<file path="config.mk">
export PLATFORM = sky130hd
export DESIGN_NAME = eightbit_serial_subtractor
export DESIGN_NICKNAME = d
export VERILOG_FILES = /design/src/rtl/eightbit_serial_subtractor.sv
export SDC_FILE = /design/constraint.sdc
export NUM_CORES = 1
export LEC_CHECK = 0
export ABC_AREA = 1
export BUFFER_PORTS_ARGS = -buffer_cell sky130_fd_sc_hd__buf_2
export CAP_MARGIN = 5
export CORE_ASPECT_RATIO = 2
export CORE_MARGIN = 5
export CORE_UTILIZATION = 59
export DETAILED_ROUTE_END_ITERATION = 10
export PLACE_DENSITY_LB_ADDON = 0.05
export SLEW_MARGIN = 20
export SYNTH_ARGS = -nofsm -noshare
export SYNTH_HDL_FRONTEND = slang
export SYNTH_SLANG_ARGS = --single-unit
</file>
<file path="constraint.sdc">
create_clock -name clk -period 2.6 [get_ports clk]
set_clock_uncertainty 0.15 [all_clocks]
set_input_delay 0.39 -clock clk [delete_from_list [all_inputs] [get_ports clk]]
set_output_delay 0.39 -clock clk [all_outputs]
set_load 0.02 [all_outputs]
</file>
<file path="src/rtl/eightbit_serial_subtractor.sv">
// Bit-serial subtractor: computes A - B - bin one bit per clock, LSB first,
// through a single full-adder cell as A + ~B + ~bin.
module eightbit_serial_subtractor #(
  parameter int WIDTH = 8
) (
  input  logic             clk,
  input  logic             rst_n,
  input  logic             i_start,
  input  logic [WIDTH-1:0] i_a,
  input  logic [WIDTH-1:0] i_b,
  input  logic             i_bin,
  output logic [WIDTH-1:0] o_diff,
  output logic             o_bout,
  output logic             o_overflow,
  output logic             o_busy,
  output logic             o_done
);

  localparam int CW = $clog2(WIDTH) + 1;

  localparam logic [1:0] ST_IDLE  = 2'd0;
  localparam logic [1:0] ST_SHIFT = 2'd1;
  localparam logic [1:0] ST_DONE  = 2'd2;

  localparam logic [CW-1:0] LAST_BIT = CW'(WIDTH - 1);

  logic [1:0]       r_state;
  logic [WIDTH-1:0] r_sa;
  logic [WIDTH-1:0] r_sb;
  logic [WIDTH-1:0] r_res;
  logic             r_carry;
  logic [CW-1:0]    r_cnt;
  logic             r_a_msb;
  logic             r_b_msb;
  logic [WIDTH-1:0] r_diff;
  logic             r_bout;
  logic             r_ovf;

  logic             w_nb;
  logic             w_sum;
  logic             w_cout;
  logic [WIDTH-1:0] w_res_next;

  // One full-adder cell on the current LSBs, with the subtrahend inverted.
  assign w_nb       = ~r_sb[0];
  assign w_sum      = r_sa[0] ^ w_nb ^ r_carry;
  assign w_cout     = (r_sa[0] & w_nb) | (r_sa[0] & r_carry) | (w_nb & r_carry);
  assign w_res_next = {w_sum, r_res[WIDTH-1:1]};

  always_ff @(posedge clk or negedge rst_n) begin
    if (!rst_n) begin
      r_state <= ST_IDLE;
      r_sa    <= '0;
      r_sb    <= '0;
      r_res   <= '0;
      r_carry <= 1'b0;
      r_cnt   <= '0;
      r_a_msb <= 1'b0;
      r_b_msb <= 1'b0;
      r_diff  <= '0;
      r_bout  <= 1'b0;
      r_ovf   <= 1'b0;
    end else begin
      case (r_state)
        ST_IDLE: begin
          if (i_start) begin
            r_sa    <= i_a;
            r_sb    <= i_b;
            r_carry <= ~i_bin;
            r_cnt   <= '0;
            r_a_msb <= i_a[WIDTH-1];
            r_b_msb <= i_b[WIDTH-1];
            r_state <= ST_SHIFT;
          end
        end
        ST_SHIFT: begin
          r_res   <= w_res_next;
          r_sa    <= {1'b0, r_sa[WIDTH-1:1]};
          r_sb    <= {1'b0, r_sb[WIDTH-1:1]};
          r_carry <= w_cout;
          r_cnt   <= r_cnt + 1'b1;
          // Last bit: publish the result on the same edge that enters DONE.
          if (r_cnt == LAST_BIT) begin
            r_diff  <= w_res_next;
            r_bout  <= ~w_cout;
            r_ovf   <= (r_a_msb != r_b_msb) & (w_sum != r_a_msb);
            r_state <= ST_DONE;
          end
        end
        ST_DONE: begin
          r_state <= ST_IDLE;
        end
        default: begin
          r_state <= ST_IDLE;
        end
      endcase
    end
  end

  assign o_diff     = r_diff;
  assign o_bout     = r_bout;
  assign o_overflow = r_ovf;
  assign o_busy     = (r_state == ST_SHIFT);
  assign o_done     = (r_state == ST_DONE);

endmodule

</file>
== Word-level counts from Yosys, hierarchy flattened ==
Index checks and enable logic that the tools add are counted.
Storage, ports and cells
  flip-flop bits (word level): 43
  latch bits: 0
  memory bits (writable): 0
  bits in read-only memories: 0
  logic and storage cells: 47
  memories: 0
Operators by class
  $add $sub $neg: 1
  $mul: 0
  divide/modulo/power cells: 0
  order comparisons: 0
  eq/ne operators: 7
  shift operators: 0
  mux-type cells: 11
  bitwise gates (word level): 11
  reductions and logical operators: 6
Operators with widths (number)
  8-bit case mux with 2 select lines: 2
  8-bit 2-to-1 mux: 2
  4-bit case mux with 2 select lines: 1
  2-bit AND reduction: 4
  4-bit by 1-bit adder with 4-bit output, second input constant: 1
  1-bit AND: 4
  4-bit by 3-bit == test with 1-bit output, second input constant: 1
  2-bit 2-to-1 mux: 2
  4-bit 2-to-1 mux: 1
  2-bit case mux with 2 select lines: 1
  1-bit NOT: 3
  2-bit by 1-bit == test with 1-bit output, second input constant: 1
  2-bit == test, second input constant: 1
  2-bit logical NOT: 1
  1-bit != test: 2
  2-bit by 1-bit != test with 1-bit output, second input constant: 1
  2-bit != test, second input constant: 1
  1-bit OR: 2
  1-bit case mux with 2 select lines: 1
  2-bit nonzero test: 1
  1-bit XOR: 2
  1-bit 2-to-1 mux: 1

== Logic depth before layout (Yosys ltp) ==
  depth after elaboration: 5
  mapped depth: 7
  gate-level depth less buffers: 7

== Least setup slack after synthesis ==
No wires, ideal clock.
  path kind: reg2out
  from: register r_state[0]
  to: output port o_done
  data arrival time: 960 ps
  data required time: 2060 ps
  path slack: 1100 ps
  cell stages (with the launch flop): 4
  path through: dfrtp_1 buf_6 buf_2 nor2_1
On the way
  longest elaborated chain between the ends: 1
RTL lines
  start: declaration: line 27  | logic [1:0] r_state;
  start signal: assignment: line 52  | r_state <= ST_IDLE;
  start signal: assignment: line 73  | r_state <= ST_SHIFT;
  start signal: assignment: line 87  | r_state <= ST_DONE;
  2-bit == test: line 104  | assign o_done = (r_state == ST_DONE);
  end: declaration: line 16  | output logic o_done
No other way between the ends.

== Final worst setup path ==
  from: register r_state[1]
  to: output port o_busy
On the way
  longest elaborated chain between the ends: 1
RTL lines
  2-bit by 1-bit == test with 1-bit output: line 103  | assign o_busy = (r_state == ST_SHIFT);
  end: declaration: line 15  | output logic o_busy,
No other way between the ends.

==> impl_metrics.env <==
export IMPL_ir_drop_uv=852
export IMPL_rsz0062_at_grt="false"
export IMPL_worstPathBufferInverterCount=3
export IMPL_path_delay_family="buffers and inverters"
export IMPL_leakage_nw=1.23
export IMPL_initial_core_util_pct=60.9
export IMPL_die_w_um=50.4
export IMPL_power_density_mw_per_mm2=1230
export IMPL_clkSinkCount=42
export IMPL_cts_resized=0
export IMPL_synth_cell_type_count=18
export IMPL_ys_warn_count=0
export IMPL_area_growth_pct=11.1
export IMPL_layout_drive_gt1_share_pct=17.5
export IMPL_r2r_start="r_state[1]"
export IMPL_worst_path_stages=4
export IMPL_wire_per_inst_um=12.7
export IMPL_hold_viol=0
export IMPL_crit_chain="inv_2 -> nand2_4 -> inv_2 -> buf_2"
export IMPL_r2r_slack_ns=0.89
export IMPL_synth_avg_cell_area_um2=8.04
export IMPL_dp_cells=293
export IMPL_grt_pass1_vias=1644
export IMPL_finalSetupTns_ns=0
export IMPL_nets=291
export IMPL_finalCriticalPeriod_ns=2.17
export IMPL_r2r_cells=6
export IMPL_grt_max_degree=43
export IMPL_crit_top_cell="inv_2"
export IMPL_layoutNonFillerInstCount=300
export IMPL_hold_path_class="in2async"
export IMPL_io_pin_count=32
export IMPL_num_vias=1546
export IMPL_htree_levels=2
export IMPL_slowest_stage="dfrtp_1"
export IMPL_reg2reg_to="o_bout"
export IMPL_max_slew_worst_pin_slew_ns=0.921
export IMPL_cp_slowest_stage_delay_ns=0.39
export IMPL_drt_iter0_drc=33
export IMPL_antenna_found_initial=0
export IMPL_required_ns=2.06
export IMPL_die_h_um=90.7
export IMPL_hpwl_um=2660
export IMPL_critical_path_class="reg2out"
export IMPL_clkTransAtPathRegs_ns=0.08
export IMPL_max_clock_freq_mhz=460
export IMPL_fp_coreArea_mm2=0.00316
export IMPL_cts_tree="yes"
export IMPL_max_cap_viol_count=0
export IMPL_ctsHoldBuffers=0
export IMPL_crit_arrival_ns=1.63
export IMPL_cts_root_buf="clkbuf_8"
export IMPL_critPathMaxFanout=27
export IMPL_die_area_mm2=0.00457
export IMPL_place_gp_congestion=0.768
export IMPL_endpoint_kind="output pin"
export IMPL_crit_path_start_kind="flop"
export IMPL_status="completed"
export IMPL_drc=0
export IMPL_mostFrequentLayoutCells="nand2_1 (129), dfrtp_1 (42), buf_2 (31), nand3_1 (21), inv_1 (12)"
export IMPL_dr_pass1_iters=4
export IMPL_drt_wl_total_um=3800
export IMPL_rows=29
export IMPL_grt_usage_pct=19.7
export IMPL_drv_slew=0
export IMPL_clk_insertion_delay_late_ns=0.30
export IMPL_netlist_area_mm2=0.00192
export IMPL_mappedNetlistNets=261
export IMPL_cts_buffers=5
export IMPL_synthCells=239
export IMPL_cts_setup_buffers=0
export IMPL_io_buffer_count=31
export IMPL_post_route_period_util_pct=83.6
export IMPL_clock_path_buffers=2
export IMPL_ant_nets=0
export IMPL_ys_seq_area_share_pct=54.7
export IMPL_via_per_inst=5.15
export IMPL_layout_commonest_cell="nand2_1"
export IMPL_grt_pass1_wl_um=6990
export IMPL_num_antenna_cells=0
export IMPL_grt_overflow=0
export IMPL_synth_seq_cells=42
export IMPL_setup_viol=0
export IMPL_slew_limit_headroom_pct=38.6
-- metal layers --
| metal | share of wire, % | global-route usage (%) |
|---|---|---|
| met5 | 0 | 0 |
| met4 | 3.9 | 11.5 |
| met3 | 5.2 | 6.28 |
| met2 | 51 | 32.2 |
| met1 | 40 | 21.4 |
-- worst register-to-register path: stages, from the launching register on --
cell and delay (ns):
dfrtp_1 0.39, inv_2 0.27, nand2_4 0.25, inv_2 0.22, nand2_2 0.16, nand2_1 0.11, nand2_1 0.05
-- area by class of cell --
class / count / area (um^2)
Fill cell: 278 / 1020
Inverter: 15 / 56.3
Timing Repair Buffer: 33 / 170
Tap cell: 31 / 38.8
Clock buffer: 5 / 68.8
Clock inverter: 2 / 10.0
Sequential cell: 42 / 1050
Multi-Input combinational cell: 172 / 739
-- power breakdown --
group | internal (W) | switching [W]
Clock | 0.000180 | 0.000227
Sequential | 0.000952 | 0.000186
Combinational | 0.000377 | 0.000704
-- stage by stage --
stage	util (%)	total power [W]	instance area [um^2]	hold WS, ns	setup slack, ns
final	67.6	0.00263	2130	0.0692	0.428
after global routing	67.6	0.00291	2130	0.134	0.291
after CTS	67.6	0.00266	2130	0.0989	0.421
after detailed placement	65.1	0.00225	2060	0.306	0.750
after global placement	65.1	0.00221	2060	0.300	0.767
after floorplan	-	0.00199	1920	-0.0556	1.10
-- cells in the mapped netlist --
master   count  area share (%)
nand2_1    129              25
dfrtp_1     42              55
nand3_1     21             5.5
inv_1       12             2.3
o21ai_0     11             2.9
buf_4        5             2.0
buf_2        3            0.78
inv_2        3            0.59
nor2_1       3            0.59
buf_6        2             1.2
fa_1         1             1.0
ha_1         1            0.65
nand2_2      1            0.33
nand2_4      1            0.59
nand4_1      1            0.33
nor2_2       1            0.33
o21ai_1      1            0.26
o21ai_4      1            0.85
-- worst max-delay path by stage --
stage / from / end / slack [ns]
after floorplan: r_state[0] / o_done / 1.10
after global placement: r_state[1] / o_busy / 0.77
after detailed placement: r_state[1] / o_busy / 0.75
after CTS: r_state[1] / o_busy / 0.42
after global routing: r_state[1] / o_busy / 0.29
final: r_state[1] / o_busy / 0.43
-- sequential cells by signal, summed over array words and instances (netlist names) --
name	cells
r_a_msb	1
r_b_msb	1
r_cnt	4
o_overflow	1
o_diff	8
r_carry	1
o_bout	1
r_sa	8
r_res	7
r_sb	8
r_state	2
-- kinds of logic (layout without fill, tap and decap cells) --
logic type / count (synthesis) / in the layout / synth area share (%)
adder cells (fa/ha/maj): 2 / 2 / 1.69
AND/OR/NAND/NOR: 157 / 157 / 32.8
flip-flops: 42 / 42 / 54.7
buffers and inverters: 25 / 55 / 6.84
AO/OA/AOI/OAI: 13 / 13 / 3.97
(Power assumes the default switching activity.)
